[config.mk]
export PLATFORM = sky130hd
export DESIGN_NAME = flow_led_ctrl
export DESIGN_NICKNAME = d
export VERILOG_FILES = /design/src/rtl/flow_led_pkg.sv /design/src/rtl/flow_led_tick.sv /design/src/rtl/flow_led_ctrl.sv
export SDC_FILE = /design/constraint.sdc
export NUM_CORES = 1
export LEC_CHECK = 0
export CAP_MARGIN = 20
export CORE_ASPECT_RATIO = 0.7
export CORE_MARGIN = 5
export CORE_UTILIZATION = 54
export DETAILED_ROUTE_END_ITERATION = 7
export PLACE_DENSITY = 0.77
export RECOVER_POWER = 100
export REMOVE_ABC_BUFFERS = 1
export SLEW_MARGIN = 25
export SYNTH_ARGS = -nofsm -noshare
export SYNTH_HDL_FRONTEND = slang
export SYNTH_HIERARCHICAL = 1
export SYNTH_SLANG_ARGS = --single-unit
[constraint.sdc]
create_clock -name clk -period 2.93 [get_ports clk]
set_input_delay 0.7325 -clock clk [delete_from_list [all_inputs] [get_ports clk]]
set_output_delay 0.7325 -clock clk [all_outputs]
set_load 0.1 [all_outputs]
[src/rtl/flow_led_pkg.sv]
// Shared types for the flow LED controller: FSM states, pattern modes, bounce direction.
package flow_led_pkg;

    typedef enum logic [1:0] {
        IDLE  = 2'd0,
        RUN   = 2'd1,
        PAUSE = 2'd2
    } state_t;

    typedef enum logic [1:0] {
        ROT_L  = 2'd0,
        ROT_R  = 2'd1,
        BOUNCE = 2'd2,
        HOLD   = 2'd3
    } mode_t;

    typedef enum logic {
        DIR_L = 1'b0,
        DIR_R = 1'b1
    } dir_t;

endpackage

[src/rtl/flow_led_tick.sv]
// Step-interval timer: free counter with a period latched at clear and at every wrap.
module flow_led_tick #(
    parameter int BASE_DIV = 4
) (
    input  logic       clk,
    input  logic       rst,
    input  logic       enable,
    input  logic       clear,
    input  logic [1:0] speed_sel,
    output logic       wrap
);

    localparam int PER_W = $clog2(BASE_DIV * 8 + 1);

    logic [PER_W-1:0] r_cnt;
    logic [PER_W-1:0] r_period;
    logic [PER_W-1:0] w_period_sel;

    assign w_period_sel = PER_W'(BASE_DIV) << speed_sel;
    assign wrap         = enable && (r_cnt == r_period - PER_W'(1));

    // speed_sel is only sampled here, so a change waits for the next interval
    always_ff @(posedge clk or posedge rst) begin
        if (rst) begin
            r_cnt    <= '0;
            r_period <= PER_W'(BASE_DIV);
        end else if (clear || wrap) begin
            r_cnt    <= '0;
            r_period <= w_period_sel;
        end else if (enable) begin
            r_cnt    <= r_cnt + PER_W'(1);
        end
    end

endmodule

[src/rtl/flow_led_ctrl.sv]
// Running-light controller: IDLE/RUN/PAUSE FSM driving a one-hot LED pattern.
module flow_led_ctrl
    import flow_led_pkg::*;
#(
    parameter int LED_NUM  = 4,
    parameter int BASE_DIV = 4
) (
    input  logic               clk,
    input  logic               rst,
    input  logic               start,
    input  logic               stop,
    input  logic               pause,
    input  logic [1:0]         mode,
    input  logic [1:0]         speed_sel,
    output logic [LED_NUM-1:0] led,
    output logic               step,
    output logic               running
);

    state_t             r_state, w_state_nxt;
    dir_t               r_dir, w_dir_nxt, w_dir_adv;
    logic [LED_NUM-1:0] r_led, w_led_nxt, w_led_adv;
    logic               w_wrap;
    logic               w_enable;
    logic               w_clear;
    mode_t              w_mode;

    assign w_mode   = mode_t'(mode);
    assign w_enable = (r_state == RUN) && !stop;
    assign w_clear  = (r_state == IDLE);

    flow_led_tick #(
        .BASE_DIV(BASE_DIV)
    ) u_tick (
        .clk      (clk),
        .rst      (rst),
        .enable   (w_enable),
        .clear    (w_clear),
        .speed_sel(speed_sel),
        .wrap     (w_wrap)
    );

    always_comb begin
        w_led_adv = r_led;
        w_dir_adv = r_dir;
        case (w_mode)
            ROT_L:  w_led_adv = {r_led[LED_NUM-2:0], r_led[LED_NUM-1]};
            ROT_R:  w_led_adv = {r_led[0], r_led[LED_NUM-1:1]};
            BOUNCE: begin
                // endpoints reverse immediately so each end stays lit one interval
                if (r_dir == DIR_L) begin
                    if (r_led[LED_NUM-1]) begin
                        w_led_adv = r_led >> 1;
                        w_dir_adv = DIR_R;
                    end else begin
                        w_led_adv = r_led << 1;
                    end
                end else begin
                    if (r_led[0]) begin
                        w_led_adv = r_led << 1;
                        w_dir_adv = DIR_L;
                    end else begin
                        w_led_adv = r_led >> 1;
                    end
                end
            end
            default: ;
        endcase
    end

    always_comb begin
        w_state_nxt = r_state;
        w_led_nxt   = r_led;
        w_dir_nxt   = r_dir;
        case (r_state)
            IDLE: begin
                w_led_nxt = '0;
                if (start && !stop) begin
                    w_state_nxt = RUN;
                    w_led_nxt   = LED_NUM'(1);
                    w_dir_nxt   = DIR_L;
                end
            end
            RUN: begin
                if (stop) begin
                    w_state_nxt = IDLE;
                    w_led_nxt   = '0;
                end else begin
                    if (w_wrap) begin
                        w_led_nxt = w_led_adv;
                        w_dir_nxt = w_dir_adv;
                    end
                    if (pause) w_state_nxt = PAUSE;
                end
            end
            PAUSE: begin
                if (stop) begin
                    w_state_nxt = IDLE;
                    w_led_nxt   = '0;
                end else if (!pause) begin
                    w_state_nxt = RUN;
                end
            end
            default: begin
                w_state_nxt = IDLE;
                w_led_nxt   = '0;
            end
        endcase
    end

    always_ff @(posedge clk or posedge rst) begin
        if (rst) begin
            r_state <= IDLE;
            r_led   <= '0;
            r_dir   <= DIR_L;
        end else begin
            r_state <= w_state_nxt;
            r_led   <= w_led_nxt;
            r_dir   <= w_dir_nxt;
        end
    end

    assign led     = r_led;
    assign step    = w_wrap;
    assign running = (r_state != IDLE);

endmodule

==> impl_metrics.xml <==
<?xml version="1.0" encoding="UTF-8"?>
<metrics>
  <group name="run_status">
    <metric name="status" unit="">finished, final reports clean</metric>
  </group>
  <group name="cells_and_area">
    <metric name="finalNetCount" unit="">165</metric>
    <metric name="synthToLayoutAreaGrowth" unit="%">21.37</metric>
    <metric name="mostFrequentLayoutCells" unit="">sky130_fd_sc_hd__dfrtp_1, sky130_fd_sc_hd__nand2_1, sky130_fd_sc_hd__inv_1</metric>
    <metric name="final_common_cell" unit="">sky130_fd_sc_hd__dfrtp_1</metric>
    <metric name="count_of_placed_standard_cells_in_the_final_layout_fillers_left_out" unit="">174</metric>
    <metric name="antenna_cells" unit="">0</metric>
    <metric name="share_of_cells_above_drive_strength_1" unit="%">13.33</metric>
  </group>
  <group name="timing">
    <metric name="timing_max_transition_violations_final" unit="">0</metric>
    <metric name="slew-limit-headroom" unit="%">22.20</metric>
    <metric name="clock_skew" unit="ps">11.56</metric>
    <metric name="fmax" unit="GHz">0.3551</metric>
    <metric name="worst_pin_slew" unit="ps">1172</metric>
    <metric name="hold_viol_final" unit="">0</metric>
    <metric name="min_period" unit="ps">2816</metric>
    <metric name="rsz0062_at_grt" unit="">false</metric>
    <metric name="setup-violations-final" unit="">0</metric>
    <metric name="final_min_period_over_clock_period" unit="%">96.13</metric>
    <metric name="setup_ws" unit="ps">113.5</metric>
  </group>
  <group name="setup_path">
    <metric name="critical_path.startpoint_type" unit="">input pin</metric>
    <metric name="worstSetupStartpoint" unit="">stop</metric>
    <metric name="critPathRequiredTime" unit="ps">2200</metric>
    <metric name="capturing_element_of_the_worst_setup_path" unit="">step</metric>
    <metric name="r2r_cells" unit="">10</metric>
    <metric name="critPathKind" unit="">input pin to output port</metric>
    <metric name="cp.arrival" unit="ps">2080</metric>
    <metric name="setup.reg_to_reg.worst_slack" unit="ps">440</metric>
    <metric name="critical_path.reg2reg.endpoint" unit="">led[0]</metric>
    <metric name="kind_of_end_point_of_the_critical_path" unit="">output port</metric>
    <metric name="r2r_start" unit="">u_tick/r_period[2]</metric>
    <metric name="crit_fanout" unit="">2</metric>
  </group>
  <group name="worst_hold_path">
    <metric name="hold_class" unit="">flop to flop</metric>
  </group>
  <group name="die">
    <metric name="die_x" unit="um">65.66</metric>
    <metric name="ios" unit="">15</metric>
    <metric name="die_outline_area" unit="um2">3215</metric>
    <metric name="initial_util" unit="%">55.71</metric>
    <metric name="die_height" unit="um">48.97</metric>
    <metric name="floorplan.core_area" unit="um2">2102</metric>
    <metric name="rows" unit="">14</metric>
  </group>
  <group name="synthesis">
    <metric name="synthDistinctLibCells" unit="">46</metric>
    <metric name="netlist_area" unit="um2">1171</metric>
    <metric name="synth-edff-count" unit="">0</metric>
    <metric name="post_synth_mux_area_share" unit="%">1.709</metric>
    <metric name="seq_area_frac_synth" unit="%">36.43</metric>
    <metric name="yosys_most_used_dff" unit="">sky130_fd_sc_hd__dfrtp_1</metric>
    <metric name="asyncSetResetFlopFracSynth" unit="%">100.0</metric>
    <metric name="postSynthRegisterBits" unit="">17</metric>
    <metric name="yosys_warnings" unit="">6</metric>
    <metric name="synth-compound-area-share" unit="%">19.44</metric>
    <metric name="synth_simple_gate_area_share" unit="%">22.65</metric>
    <metric name="post-synth-top-area-fraction" unit="%">34.19</metric>
    <metric name="post_synth_fa_ha_maj_area_fraction" unit="%">5.342</metric>
    <metric name="synthesis.instances" unit="">125</metric>
    <metric name="mean_cell_area_of_the_mapped_netlist" unit="um2">9.369</metric>
    <metric name="synth_top_family_by_area" unit="">simple AND/OR/NAND/NOR gates</metric>
    <metric name="netlist.top_cell.by_area" unit="">sky130_fd_sc_hd__dfrtp_1</metric>
    <metric name="post_synth_main_area_contributors" unit="">sky130_fd_sc_hd__dfrtp_1, sky130_fd_sc_hd__ha_1, sky130_fd_sc_hd__xnor2_1</metric>
    <metric name="post_synth_xor_area_fraction" unit="%">10.26</metric>
  </group>
  <group name="placement">
    <metric name="placement.setup.worst_slack" unit="ps">-211.4</metric>
    <metric name="place.detailed.hpwl" unit="um">1992</metric>
    <metric name="place.gp.congestion" unit="">0.8133</metric>
    <metric name="buffer_ports.inserted" unit="">14</metric>
    <metric name="cell_count_after_placement" unit="">167</metric>
  </group>
  <group name="global_routing">
    <metric name="first_global_vias" unit="">943</metric>
    <metric name="grt_pass1_wl" unit="um">4471</metric>
    <metric name="grt_remaining_overflow" unit="">0</metric>
    <metric name="pin_count_of_the_biggest_net_entering_global_routing" unit="">15</metric>
    <metric name="gr-usage-all-layers" unit="%">18.11</metric>
    <metric name="antenna_found_initial" unit="">0</metric>
  </group>
  <group name="route">
    <metric name="route.detailed.drc" unit="">0</metric>
    <metric name="drt-initial-drc-count" unit="">87</metric>
    <metric name="detailedRoute.firstPassIterationCount" unit="">4</metric>
    <metric name="wl" unit="um">2696</metric>
    <metric name="routedWlPerCell" unit="um">15.49</metric>
    <metric name="antenna_violating_nets_post_route" unit="">0</metric>
    <metric name="post_drt_via_cell_ratio" unit="">6.029</metric>
    <metric name="routed-via-count" unit="">1049</metric>
  </group>
  <group name="clock_tree">
    <metric name="cts_root_buffer" unit="">sky130_fd_sc_hd__clkbuf_4</metric>
    <metric name="cts_max_level" unit="">1</metric>
    <metric name="cts_buffer_depth" unit="">2</metric>
    <metric name="cts-buffers-inserted" unit="">3</metric>
    <metric name="cts_num_sinks" unit="">17</metric>
    <metric name="tritoncts_clock_tree" unit="">yes</metric>
    <metric name="clk-insertion-delay-late" unit="ps">300</metric>
    <metric name="cts.clk_slew.worst_paths" unit="ps">90</metric>
  </group>
  <group name="run">
    <metric name="max-cap-violations" unit="">0</metric>
  </group>
  <group name="power">
    <metric name="vdd_ir_drop_max" unit="V">0.0002336</metric>
    <metric name="reported_leakage_power" unit="uW">0.0006057</metric>
    <metric name="seqPwrFrac" unit="%">47.1</metric>
    <metric name="internal_power" unit="uW">362.8</metric>
    <metric name="clock_power_share" unit="%">23.8</metric>
    <metric name="power_per_cell_area" unit="nW/um2">384.1</metric>
    <metric name="power.combinational.fraction" unit="%">29.1</metric>
    <metric name="net-switching-power" unit="uW">183.1</metric>
    <metric name="fraction_of_power_spent_switching_nets" unit="%">33.55</metric>
  </group>
</metrics>
==> final cells by class <==
class | instances | area, um2
Fill cell | 169 | 680.7
Clock buffer | 4 | 26.28
Sequential cell | 17 | 426.7
Multi-Input combinational cell | 96 | 716.9
Timing Repair Buffer | 23 | 183.9
Inverter | 10 | 37.54
Tap cell | 24 | 30.03
==> cells in the mapped netlist, types with 2 or more instances <==
cell,n
sky130_fd_sc_hd__nand2b_1,5
sky130_fd_sc_hd__a211o_1,2
sky130_fd_sc_hd__nand2_1,10
sky130_fd_sc_hd__mux2i_1,2
sky130_fd_sc_hd__o311ai_0,2
sky130_fd_sc_hd__nand4_1,3
sky130_fd_sc_hd__nor2b_1,3
sky130_fd_sc_hd__nor2_1,5
sky130_fd_sc_hd__inv_1,9
sky130_fd_sc_hd__a32oi_1,2
sky130_fd_sc_hd__ha_1,5
sky130_fd_sc_hd__nor3_1,9
sky130_fd_sc_hd__a21oi_1,3
sky130_fd_sc_hd__nand3_1,2
sky130_fd_sc_hd__o21ai_0,6
sky130_fd_sc_hd__xnor2_1,6
sky130_fd_sc_hd__xor2_1,5
sky130_fd_sc_hd__o31ai_1,2
sky130_fd_sc_hd__dfrtp_1,16
sky130_fd_sc_hd__nand4b_1,2
==> cell families (layout without fill, tap and decap cells) <==
logic type	Yosys count	after routing
AO/OA/AOI/OAI	30	30
XOR/XNOR	12	12
adder cells (fa/ha/maj)	5	5
buffers and inverters	12	37
flip-flops	17	17
multiplexers	2	2
AND/OR/NAND/NOR	47	47
==> timing repair <==
action	CTS	global route
pin swaps	4	2
buffers inserted	3	0
gates cloned	0	0
endpoints found under the setup margin	1	1
hold buffers	0	0
endpoints found under the hold margin	0	0
resized for setup	6	1
==> per-layer routing <==
| metal | part of all wire [%] | wire, um | vias up | GRT usage (%) |
|---|---|---|---|---|
| met1 | 49 | 1319 | 494 | 26.76 |
| met2 | 44 | 1184 | 39 | 25.46 |
| li1 | - | - | 510 | - |
| met4 | 1.3 | 34 | 0 | 5.172 |
| met5 | 0 | 0 | - | 0 |
| met3 | 5.8 | 157 | 6 | 5.069 |
==> sequential cells by signal (all words and copies together) (netlist names) <==
signal / flops
u_tick/r_cnt: 6
led: 4
u_tick/r_period: 4
r_state: 2
r_dir: 1
==> power groups by stage <==
stage / combinational [uW] / clock (uW) / sequential (uW)
after CTS: 155 / 135 / 257
after floorplan: 97.8 / 0 / 267
final: 159 / 130 / 257
after detailed placement: 145 / 0 / 263
after global routing: 175 / 151 / 259
after global placement: 141 / 0 / 262
==> stage by stage <==
stage          cell area, um2  TNS [ps]  utilization [%]  hold WS, ps  power [uW]
6_report                 1421         0            67.62        564.6       545.9
4_1_cts                  1441         0            68.57        571.7       547.5
5_1_grt                  1421         0            67.62        588.2       584.4
3_3_place_gp             1373    -342.6            65.30        544.9       402.1
2_1_floorplan            1160    -30030                -        535.9       365.2
3_5_place_dp             1373    -265.3            65.30        544.4       407.2
==> worst min path at each step <==
stage	from	endpoint	slack, ps	depth (start not counted)
floorplan	rst	led[0]	540	1
global placement	led[1]	led[1]	540	2
detailed placement	led[1]	led[1]	540	2
CTS	led[1]	led[1]	570	2
global route	led[1]	led[1]	590	2
finish	led[1]	led[1]	560	2
==> critical path, stage by stage <==
cell and delay, ps:
sky130_fd_sc_hd__clkdlybuf4s15_1 220, sky130_fd_sc_hd__nor3b_4 220, sky130_fd_sc_hd__nand2_1 90, sky130_fd_sc_hd__or3_4 390
sky130_fd_sc_hd__nor3_4 140, sky130_fd_sc_hd__buf_6 130, sky130_fd_sc_hd__buf_12 160
(Power assumes the default switching activity.)
